$ cat config.mk
export PLATFORM = sky130hd
export DESIGN_NAME = tdm_mux_16x1
export DESIGN_NICKNAME = d
export VERILOG_FILES = /design/src/rtl/tdm_pkg.sv /design/src/rtl/tdm_mux_16x1_mux.sv /design/src/rtl/tdm_mux_16x1.sv
export SDC_FILE = /design/constraint.sdc
export NUM_CORES = 1
export LEC_CHECK = 0
export CAP_MARGIN = 10
export CORE_AREA = 2 2 41 80
export CTS_CLUSTER_SIZE = 28
export DETAILED_ROUTE_END_ITERATION = 7
export DIE_AREA = 0 0 43 82
export PLACE_DENSITY = 0.75
export SLEW_MARGIN = 20
export SYNTH_ARGS = -nofsm -noshare
export SYNTH_HDL_FRONTEND = slang
export SYNTH_HIERARCHICAL = 1
export SYNTH_SLANG_ARGS = --single-unit
$ cat constraint.sdc
create_clock -name clk -period 3.5 [get_ports clk]
set_clock_uncertainty 0.2 [all_clocks]
set_input_delay 0.7 -clock clk [delete_from_list [all_inputs] [get_ports clk]]
set_output_delay 0.7 -clock clk [all_outputs]
set_load 0.05 [all_outputs]
$ cat src/rtl/tdm_pkg.sv
// Shared constants and FSM encodings for the 16:1 time-division transmitter.
package tdm_pkg;

   localparam int NCH  = 16;
   localparam int SELW = 4;

   typedef enum logic [1:0] {
      ST_IDLE = 2'd0,
      ST_SEND = 2'd1,
      ST_DONE = 2'd2
   } state_t;

endpackage

$ cat src/rtl/tdm_mux_16x1_mux.sv
// Combinational 16:1 bit select, written with a task in the same way as the demux family.
module mux_16x1 #(
   parameter int NCH  = tdm_pkg::NCH,
   parameter int SELW = tdm_pkg::SELW
) (
   input  logic [NCH-1:0]  in,
   input  logic [SELW-1:0] sel,
   output logic            o
);

   task automatic pick(input logic [NCH-1:0] v, input logic [SELW-1:0] s, output logic b);
      b = v[s];
   endtask

   always_comb begin
      o = 1'b0;
      pick(in, sel, o);
   end

endmodule

$ cat src/rtl/tdm_mux_16x1.sv
// Time-division 16:1 transmitter: captures a word on start, then serialises one
// channel bit per clock with its channel index, pairing with the 1x16 demux.
module tdm_mux_16x1
   import tdm_pkg::*;
#(
   parameter int NCH  = tdm_pkg::NCH,
   parameter int SELW = tdm_pkg::SELW,
   parameter bit CONT = 1'b0
) (
   input  logic            clk,
   input  logic            rst,
   input  logic            start,
   input  logic [NCH-1:0]  din,
   output logic            o,
   output logic [SELW-1:0] sel,
   output logic            valid,
   output logic            busy,
   output logic            done
);

   localparam logic [SELW-1:0] LAST = SELW'(NCH - 1);

   state_t          state, nxt_state;
   logic [SELW-1:0] cnt, nxt_cnt;
   logic [NCH-1:0]  shadow, nxt_shadow;
   logic            bit_nxt;

   // NOTE: every variable gets a default before the case so no path infers a latch.
   always_comb begin
      nxt_state  = state;
      nxt_cnt    = cnt;
      nxt_shadow = shadow;
      case (state)
         ST_IDLE: begin
            if (start) begin
               nxt_state  = ST_SEND;
               nxt_shadow = din;
               nxt_cnt    = '0;
            end
         end
         ST_SEND: begin
            if (cnt == LAST) nxt_state = ST_DONE;
            else             nxt_cnt   = cnt + 1'b1;
         end
         ST_DONE: begin
            if (start || CONT) begin
               nxt_state  = ST_SEND;
               nxt_shadow = din;
               nxt_cnt    = '0;
            end else begin
               nxt_state = ST_IDLE;
               nxt_cnt   = '0;
            end
         end
         default: nxt_state = ST_IDLE;
      endcase
   end

   // Outputs are registered from next-state values so bit 0 appears one cycle after start.
   mux_16x1 #(.NCH(NCH), .SELW(SELW)) u_mux (
      .in  (nxt_shadow),
      .sel (nxt_cnt),
      .o   (bit_nxt)
   );

   // NOTE: sequential state uses non-blocking assignments so all registers update together.
   always_ff @(posedge clk) begin
      if (rst) begin
         // NOTE: the shadow word is reset too, so nothing stale is ever visible after reset.
         state  <= ST_IDLE;
         cnt    <= '0;
         shadow <= '0;
         o      <= 1'b0;
         sel    <= '0;
         valid  <= 1'b0;
         busy   <= 1'b0;
         done   <= 1'b0;
      end else begin
         state  <= nxt_state;
         cnt    <= nxt_cnt;
         shadow <= nxt_shadow;
         o      <= (nxt_state == ST_SEND) && bit_nxt;
         sel    <= (nxt_state == ST_SEND) ? nxt_cnt : '0;
         valid  <= (nxt_state == ST_SEND);
         busy   <= (nxt_state != ST_IDLE);
         done   <= (nxt_state == ST_DONE);
      end
   end

endmodule

; After elaboration in Yosys (flattened, before gate mapping)
; Cells that the tools add are included.
[totals]
reg_bits = 30
in_bits = 19
out_inout_bits = 8
[classes]
addsub = 1
magnitude_cmp = 1
eq_ne = 5
muxes = 11
n_bitwise = 1
reduce_logical = 5
[ops]
columns = operator, n
row1 = $mux W16, 2
row2 = $pmux W4 S3, 1
row3 = $mux W4, 2
row4 = $pmux W2 S3, 1
row5 = $lt A4 B5 Y1 const B, 1
row6 = $add A4 B1 Y4 const B, 1
row7 = $bmux W1 S4, 1
row8 = $eq A2 B1 Y1 const B, 2
row9 = $eq A2 B2 Y1 const B, 2
row10 = $eq A4 B4 Y1 const B, 1
row11 = $mux W2, 2
row12 = $reduce_or A2 Y1, 2
row13 = $logic_not A2 Y1, 1
row14 = $mux W1, 2
row15 = $reduce_bool A2 Y1, 1
row16 = $logic_and A1 B1 Y1, 1
row17 = $not A1 Y1, 1

; Longest topological paths before layout
; Gate-level depths: netlist of run 1.
[depth]
word_depth = 6
ltp_mapped = 8
mapped_depth_nobuf = 8

; Modules after synthesis
; Netlist of run 1, hierarchy kept.
[modules_own_cells]
columns = mod, n_inst, cells_per_inst, area_per_inst_um2
row1 = tdm_mux_16x1, 1, 108, 1265.0
row2 = mux_16x1, 1, 7, 135.1

; Worst setup path before layout of run 1
; OpenSTA, ideal clock, no wires.
[synth_timing]
path_type = input port to flip-flop
from = input start
to = register o
setup_ns = 0.132
arrival_time_ns = 2.228
required_time_ns = 3.168
setup_slack_ns = 0.940
stages = 8
path_cell_list = nor2b_1 -> buf_6 -> buf_12 -> mux2_4 -> mux4_1 -> mux2i_1 -> mux2i_1 -> nor3b_1
[synth_between]
elab_chain_cells = 5
word_cells_on_any_way = 11
[synth_rtl]
columns = item, line_no
row1 = start: declaration, tdm_mux_16x1.sv:12  ; input logic start,
row2 = $mux W16, "tdm_mux_16x1.sv:35, tdm_mux_16x1.sv:46"
row3 = $mux W16, -
row4 = via nxt_shadow[13], tdm_mux_16x1.sv:25  ; logic [NCH-1:0] shadow, nxt_shadow;
row5 = $bmux W1 S4, tdm_mux_16x1_mux.sv:12  ; b = v[s];
row6 = $mux W1 (implied by the code), tdm_mux_16x1_mux.sv:12
row7 = via bit_nxt, tdm_mux_16x1.sv:26  ; logic bit_nxt;
row8 = $logic_and A1 B1 Y1, tdm_mux_16x1.sv:82  ; o <= (nxt_state == ST_SEND) && bit_nxt;
row9 = end signal: assignment, tdm_mux_16x1.sv:82
row10 = end: declaration, tdm_mux_16x1.sv:14  ; output logic o,
; The timed path passes the listed nets, and every way through them passes these cells. The select of a mux whose other input is x is not followed.
; A chain may end at the register's enable or synchronous reset.

; Worst setup path after layout of run 1
; Ends and elaborated chain as after synthesis.

==> implementation parameters, run 1 <==
Parameter                              Value

Synthesis
  Post-Syn Instances    around 120
  Count of yosys warnings during synthesis    6
  Avg Cell Area, Syn    about 12 µm²
  Yosys cell types    33
  Number of register bits inferred by synthesis    30
  Cell area after technology mapping    between 0.001 and 0.0015 mm²
  Sequential area share after synthesis    0.4290
  Synth Net Count    ~140

Critical path
  Register-to-register setup slack    between 700 and 800 ps
  Signal arrival time at the worst endpoint    about 2800 ps
  Launching point of the worst reg2reg path    cnt[0]$_SDFF_PP0_
  Startpoint Class    input port
  Data required time of the critical path    between 3000 and 4000 ps
  Worst-case reg-to-reg path depth    8
  Setup Crit Path Kind    input port to register
  CP endpoint kind    register
  Max Fanout on Critical Path    18
  Terminus of the critical flop-to-flop path    o$_SDFF_PP0_

Routing
  Drt via density    about 5.5
  Drt first pass iters    4
  Routed length per instance    around 14 µm
  # DRC    0
  Overall via count from detail_route    roughly 970
  Final wirelength    about 2500 µm
  Antenna Violating Nets Remaining    0
  Iter 0 DRT Violations    20

Floorplanning
  Boundary pin count    27
  Die Width    between 40 and 50 µm
  Die boundary height    just over 80 µm
  Initial core utilization    0.4758
  Number of rows in the core area    28
  Floorplan die area    0.003526 mm²
  Area of the core    around 0.0029 mm²

Clocking
  Cell at the root of the clock tree    sky130_fd_sc_hd__clkbuf_8
  Maximum level of the CTS H-tree    2
  Post-CTS setup repair buffer count    0
  CTS tree    done
  Number of buffers inserted by hold repair at cts    0
  Resized cells post-CTS    0
  Cts bufs inserted    5
  Clock tree sinks    30
  Maximum clock insertion buffer count    2
  Worst-skew pair later-pin latency    ~280 ps
  Clock transition time at the flip-flop clock pins of the worst setup and hold paths    roughly 60 ps

Place
  HPWL after DPL    between 1500 and 2000 µm
  Buffers on Ports    26
  Routability Congestion    0.7805
  Pre-CTS worst setup slack    ~320 ps

STA
  F_max    about 350 MHz
  Worst-Margin Slew    ~1000 ps
  Period utilization    0.8230
  Final Hold Vio Count    0
  Setup TNS    0 ps
  Unrepaired setup endpoints after global routing    no
  Least setup slack across all paths after layout    619.4 ps
  Count of endpoints failing setup in the final report    0
  Total count of max-transition violations in the final report    0
  Relative slew margins    0.3376
  Minimum clock period    2881 ps

Worst hold path
  Worst hold path depth    1
  Critical hold path startpoint    cnt[0]$_SDFF_PP0_
  Worst Hold End    sel[0]$_SDFF_PP0_
  Tightest Hold Check Type    register to register

Global routing
  Total global-route track usage    0.1612
  Pin count of the biggest net entering global routing    26
  Global-route wire length before repair    4133 µm
  Number of antenna violations at the first check in global routing    0
  Via count of the first global-routing pass    approximately 990
  Total global routing overflow    0

Cells and area
  # nets final    roughly 170
  Ant diodes    0
  Fill cell total of the finished layout    ~260
  Layout overhead on the synthesized area    27.35%
  Fraction of layout instances using a drive strength above 1    0.2449

Power and ir drop
  Maximum ir drop on the vdd rail    ~0.33 mV
  Reported leakage power    approximately 0.71 nW
  Total power density per cell area    between 400 and 500 mW/mm²

Flow run
  Number of maximum-capacitance constraint violations    0

Status
  Status    finished, final reports clean
[area by class of cell]
cell class                 instances  area, µm²  share of cell area
tap                               30      37.54             0.02105
clock inverter                     1      5.005            0.002807
inverter                           1      3.754            0.002105
multi-input combinational         79      754.5              0.4232
clock buffer                       7      86.33             0.04842
sequential                        30      600.6              0.3368
timing repair buffer              29      295.3              0.1656
[cell usage in the layout (no fill, tap or decap), types with 2 or more instances in the layout]
master and instances:
sky130_fd_sc_hd__nor3b_1 2, sky130_fd_sc_hd__dfxtp_1 30, sky130_fd_sc_hd__mux2_2 8, sky130_fd_sc_hd__nor2b_4 8, sky130_fd_sc_hd__mux2_4 8, sky130_fd_sc_hd__clkdlybuf4s50_1 26
sky130_fd_sc_hd__nand2_1 5, sky130_fd_sc_hd__nor3_1 3, sky130_fd_sc_hd__a21oi_1 5, sky130_fd_sc_hd__nor2b_1 8, sky130_fd_sc_hd__mux4_1 4, sky130_fd_sc_hd__clkbuf_8 6
sky130_fd_sc_hd__o211ai_1 3, sky130_fd_sc_hd__buf_4 2, sky130_fd_sc_hd__nor2_1 4, sky130_fd_sc_hd__nand3_1 3, sky130_fd_sc_hd__mux2i_1 3
[cell usage after synthesis, drive strengths merged]
cell type | count | area share
dfxtp | 30 | 0.43
nor2b | 17 | 0.12
mux2 | 16 | 0.15
a21oi | 5 | 0.018
nand2 | 5 | 0.013
mux4 | 4 | 0.075
nor2 | 4 | 0.011
buf | 3 | 0.026
mux2i | 3 | 0.021
nand3 | 3 | 0.011
nor3 | 3 | 0.011
o211ai | 3 | 0.016
a211oi | 2 | 0.014
clkbuf | 2 | 0.0054
nor3b | 2 | 0.011
a21o | 1 | 0.0054
and2b | 1 | 0.0054
and3 | 1 | 0.0045
and4b | 1 | 0.0071
ha | 1 | 0.0089
inv | 1 | 0.0027
nand2b | 1 | 0.0045
nand3b | 1 | 0.0054
o21ai | 1 | 0.0036
o21bai | 1 | 0.0054
o311ai | 1 | 0.0063
or3 | 1 | 0.0045
or3b | 1 | 0.0063
[metal layers]
metal	part of all wire	global-route usage	vias to the layer above
li1	-	-	475
met1	0.36	0.1360	460
met4	0.034	0.09697	0
met3	0.042	0.04615	8
met5	0	0	-
met2	0.57	0.3152	28
[critical path, cell delays in order]
cell and delay, ps:
sky130_fd_sc_hd__clkdlybuf4s50_1 480, sky130_fd_sc_hd__nor2b_2 190, sky130_fd_sc_hd__buf_12 180, sky130_fd_sc_hd__mux2_2 350, sky130_fd_sc_hd__mux4_1 510, sky130_fd_sc_hd__mux2i_1 160
sky130_fd_sc_hd__mux2i_1 90, sky130_fd_sc_hd__nor3b_1 130
[through the flow]
stage	hold WS, ps	power [mW]	std cells	area [µm²]	utilization
detailed placement	335.2	0.5220	169	1692	0.5748
floorplan	278.4	0.4776	115	1400	-
CTS	340.6	0.8088	177	1783	0.6059
finish	341.4	0.8002	177	1783	0.6059
global placement	321.3	0.5163	169	1692	0.5748
global route	381.5	0.8306	177	1783	0.6059
[power by group]
part           internal [mW]  total [mW]  leakage [nW]  switching, mW
Clock                  0.158       0.287        0.0482          0.128
Combinational         0.0853       0.147         0.418         0.0614
Sequential             0.359       0.367         0.246        0.00741
[flip-flops by register name, summed over array words and instances (netlist names)]
name    flops
busy        1
shadow     16
state       2
sel         4
o           1
done        1
cnt         4
valid       1
[how the worst max path moves through the flow]
stage	cells after the start	end	slack, ps	startpoint
3_5_place_dp	8	o$_SDFF_PP0_	320	start
4_1_cts	8	o$_SDFF_PP0_	610	start
2_1_floorplan	8	o$_SDFF_PP0_	940	start
3_3_place_gp	8	o$_SDFF_PP0_	390	start
6_report	8	o$_SDFF_PP0_	620	start
5_1_grt	8	o$_SDFF_PP0_	550	start
[cells by family after synthesis]
group | count (synthesis) | share of synthesized area
AO/OA/AOI/OAI | 14 | 0.06881
AND/OR/NAND/NOR | 41 | 0.2127
flip-flops | 30 | 0.4290
multiplexers | 23 | 0.2467
buffers and inverters | 6 | 0.03395
adder cells (fa/ha/maj) | 1 | 0.008935
(Power assumes the default switching activity.)
==> inputs of run 2 (changes only) <==
- clock period: 3.5 -> 2.9 ns (I/O delays scaled with it)
==> implementation parameters, run 2 (synthesis results as in run 1) <==
Parameter                              Value

Place
  Area after DPL    0.001684 mm²
  HPWL after DPL    around 1900 µm
  Routability Congestion    roughly 0.78
  Pre-CTS worst setup slack    -155.9 ps
  Buffers on Ports    26

STA
  Setup TNS    0 ps
  Count of endpoints failing setup in the final report    0
  Final Hold Slack    334.5 ps
  Period utilization    0.9531
  Relative slew margins    0.5562
  Least setup slack across all paths after layout    ~140 ps
  Total count of max-transition violations in the final report    0
  F_max    361.8 MHz
  Unrepaired setup endpoints after global routing    no
  Worst-Margin Slew    ~660 ps
  Minimum clock period    between 2000 and 3000 ps
  Final Hold Vio Count    0

Power and ir drop
  Maximum ir drop on the vdd rail    approximately 0.42 mV
  Reported leakage power    just over 0.7 nW
  Internal power consumption    0.7260 mW
  Total power density per cell area    543.1 mW/mm²
  Switch Pwr    approximately 0.24 mW
  Relative contribution of the clock network to total power    0.359
  Combinational share of power    0.183
  Total Power Consumption    slightly below 1 mW
  Flop pwr share    0.458
  Sw Share    0.2487

Clocking
  Cell at the root of the clock tree    sky130_fd_sc_hd__clkbuf_8
  Maximum clock insertion buffer count    2
  Cts bufs inserted    5
  Clock transition time at the flip-flop clock pins of the worst setup and hold paths    around 60 ps
  Post-CTS setup repair buffer count    0
  Resized cells post-CTS    0
  Number of buffers inserted by hold repair at cts    0
  Clock tree sinks    30
  CTS tree    done
  Worst-skew pair later-pin latency    between 200 and 300 ps
  Maximum level of the CTS H-tree    2

Routing
  # DRC    0
  Routed length per instance    approximately 15 µm
  Iter 0 DRT Violations    12
  Overall via count from detail_route    969
  Drt first pass iters    4
  Drt via density    between 5 and 6
  Final wirelength    roughly 2600 µm
  Antenna Violating Nets Remaining    0

Cells and area
  Leading cell types in the layout, fill and taps excluded    30 x sky130_fd_sc_hd__dfxtp_1, 26 x sky130_fd_sc_hd__clkdlybuf4s50_1
  # nets final    approximately 170
  Largest registers ranked by flip-flop count    shadow (16), cnt (4), sel (4)
  Ant diodes    0
  Largest register FFs    16
  Total non-filler cell area in the finished layout    ~0.0018 mm²
  Fraction of layout instances using a drive strength above 1    0.2466
  Layout overhead on the synthesized area    27.08%
  Leading cell type in the layout, fill and taps excluded    sky130_fd_sc_hd__dfxtp_1
  Largest register by flop count    shadow

Critical path
  Worst-case reg-to-reg path depth    8
  Register-to-register setup slack    140 ps
  Ordered cell list for the critical path    ha_1 -> and3_1 -> or3_1 -> nand2_1 -> mux4_1 -> mux2i_1 -> mux2i_1 -> nor3b_1
  Setup Crit Path Kind    register to register
  Max Fanout on Critical Path    6
  Slowest cell on the critical path    sky130_fd_sc_hd__mux4_1
  Launching point of the worst reg2reg path    cnt[0]$_SDFF_PP0_
  Delay of the slowest critical-path stage    620 ps
  Top delay family on crit path    simple AND/OR/NAND/NOR gates
  CP endpoint kind    register
  Terminus of the critical flop-to-flop path    o$_SDFF_PP0_
  Dominant cell type by count on the critical path    sky130_fd_sc_hd__mux2i_1
  Data required time of the critical path    ~2900 ps
  Worst path bufs/invs    0
  Signal arrival time at the worst endpoint    between 2000 and 3000 ps
  Startpoint Class    register

Floorplanning
  Boundary pin count    27
  Die boundary height    82 µm
  Floorplan die area    around 0.0035 mm²
  Die Width    approximately 43 µm
  Initial core utilization    0.4758
  Area of the core    a little under 0.003 mm²
  Number of rows in the core area    28

Global routing
  Total global-route track usage    0.1655
  Number of antenna violations at the first check in global routing    0
  Pin count of the biggest net entering global routing    31
  Global-route wire length before repair    roughly 4300 µm
  Via count of the first global-routing pass    between 1000 and 1500
  Total global routing overflow    0

Flow run
  Number of maximum-capacitance constraint violations    0

Worst hold path
  Worst hold path depth    1
  Worst Hold End    sel[0]$_SDFF_PP0_
  Tightest Hold Check Type    register to register
  Critical hold path startpoint    cnt[0]$_SDFF_PP0_

Status
  Status    finished, final reports clean
## run 2: changes by cell type in the layout (fill, tap and decap cells not counted)
cell / before / now
sky130_fd_sc_hd__buf_4: 2 / 1
sky130_fd_sc_hd__clkbuf_1: 1 / 0
sky130_fd_sc_hd__clkinvlp_4: 0 / 1
## run 2: worst max path at each step
stage,startpoint,slack (ps),to,cells past startpoint
finish,cnt[0]$_SDFF_PP0_,140,o$_SDFF_PP0_,8
global route,cnt[0]$_SDFF_PP0_,20,o$_SDFF_PP0_,8
CTS,cnt[0]$_SDFF_PP0_,120,o$_SDFF_PP0_,8
detailed placement,start,-160,o$_SDFF_PP0_,8
global placement,start,-90,o$_SDFF_PP0_,8
floorplan,cnt[0]$_SDFF_PP0_,420,o$_SDFF_PP0_,8
## run 2: area by class of cell
type | count | area [µm²]
Fill cell | 262 | 1164
Clock buffer | 6 | 82.58
Timing Repair Buffer | 28 | 287.8
Clock inverter | 2 | 12.51
Tap cell | 30 | 37.54
Multi-Input combinational cell | 79 | 754.5
Inverter | 1 | 3.754
Sequential cell | 30 | 600.6
## run 2: routing by layer
metal	global-route usage	vias to the layer above	share of wire
li1	-	471	-
met3	0.05275	8	0.042
met1	0.1342	463	0.35
met4	0.1273	0	0.029
met5	0	-	0
met2	0.3121	27	0.58
## run 2: power groups by stage
stage               Combinational, mW  Clock [mW]  Sequential [mW]
floorplan                       0.112           0            0.465
global placement                0.172           0            0.450
detailed placement              0.178           0            0.452
CTS                             0.178       0.357            0.443
global route                    0.188       0.372            0.444
finish                          0.176       0.347            0.443
## run 2: per-stage QoR
step	std cells	util
after floorplan	115	-
after global placement	168	0.5723
after detailed placement	168	0.5723
after CTS	176	0.6046
after global routing	176	0.6046
final	176	0.6046
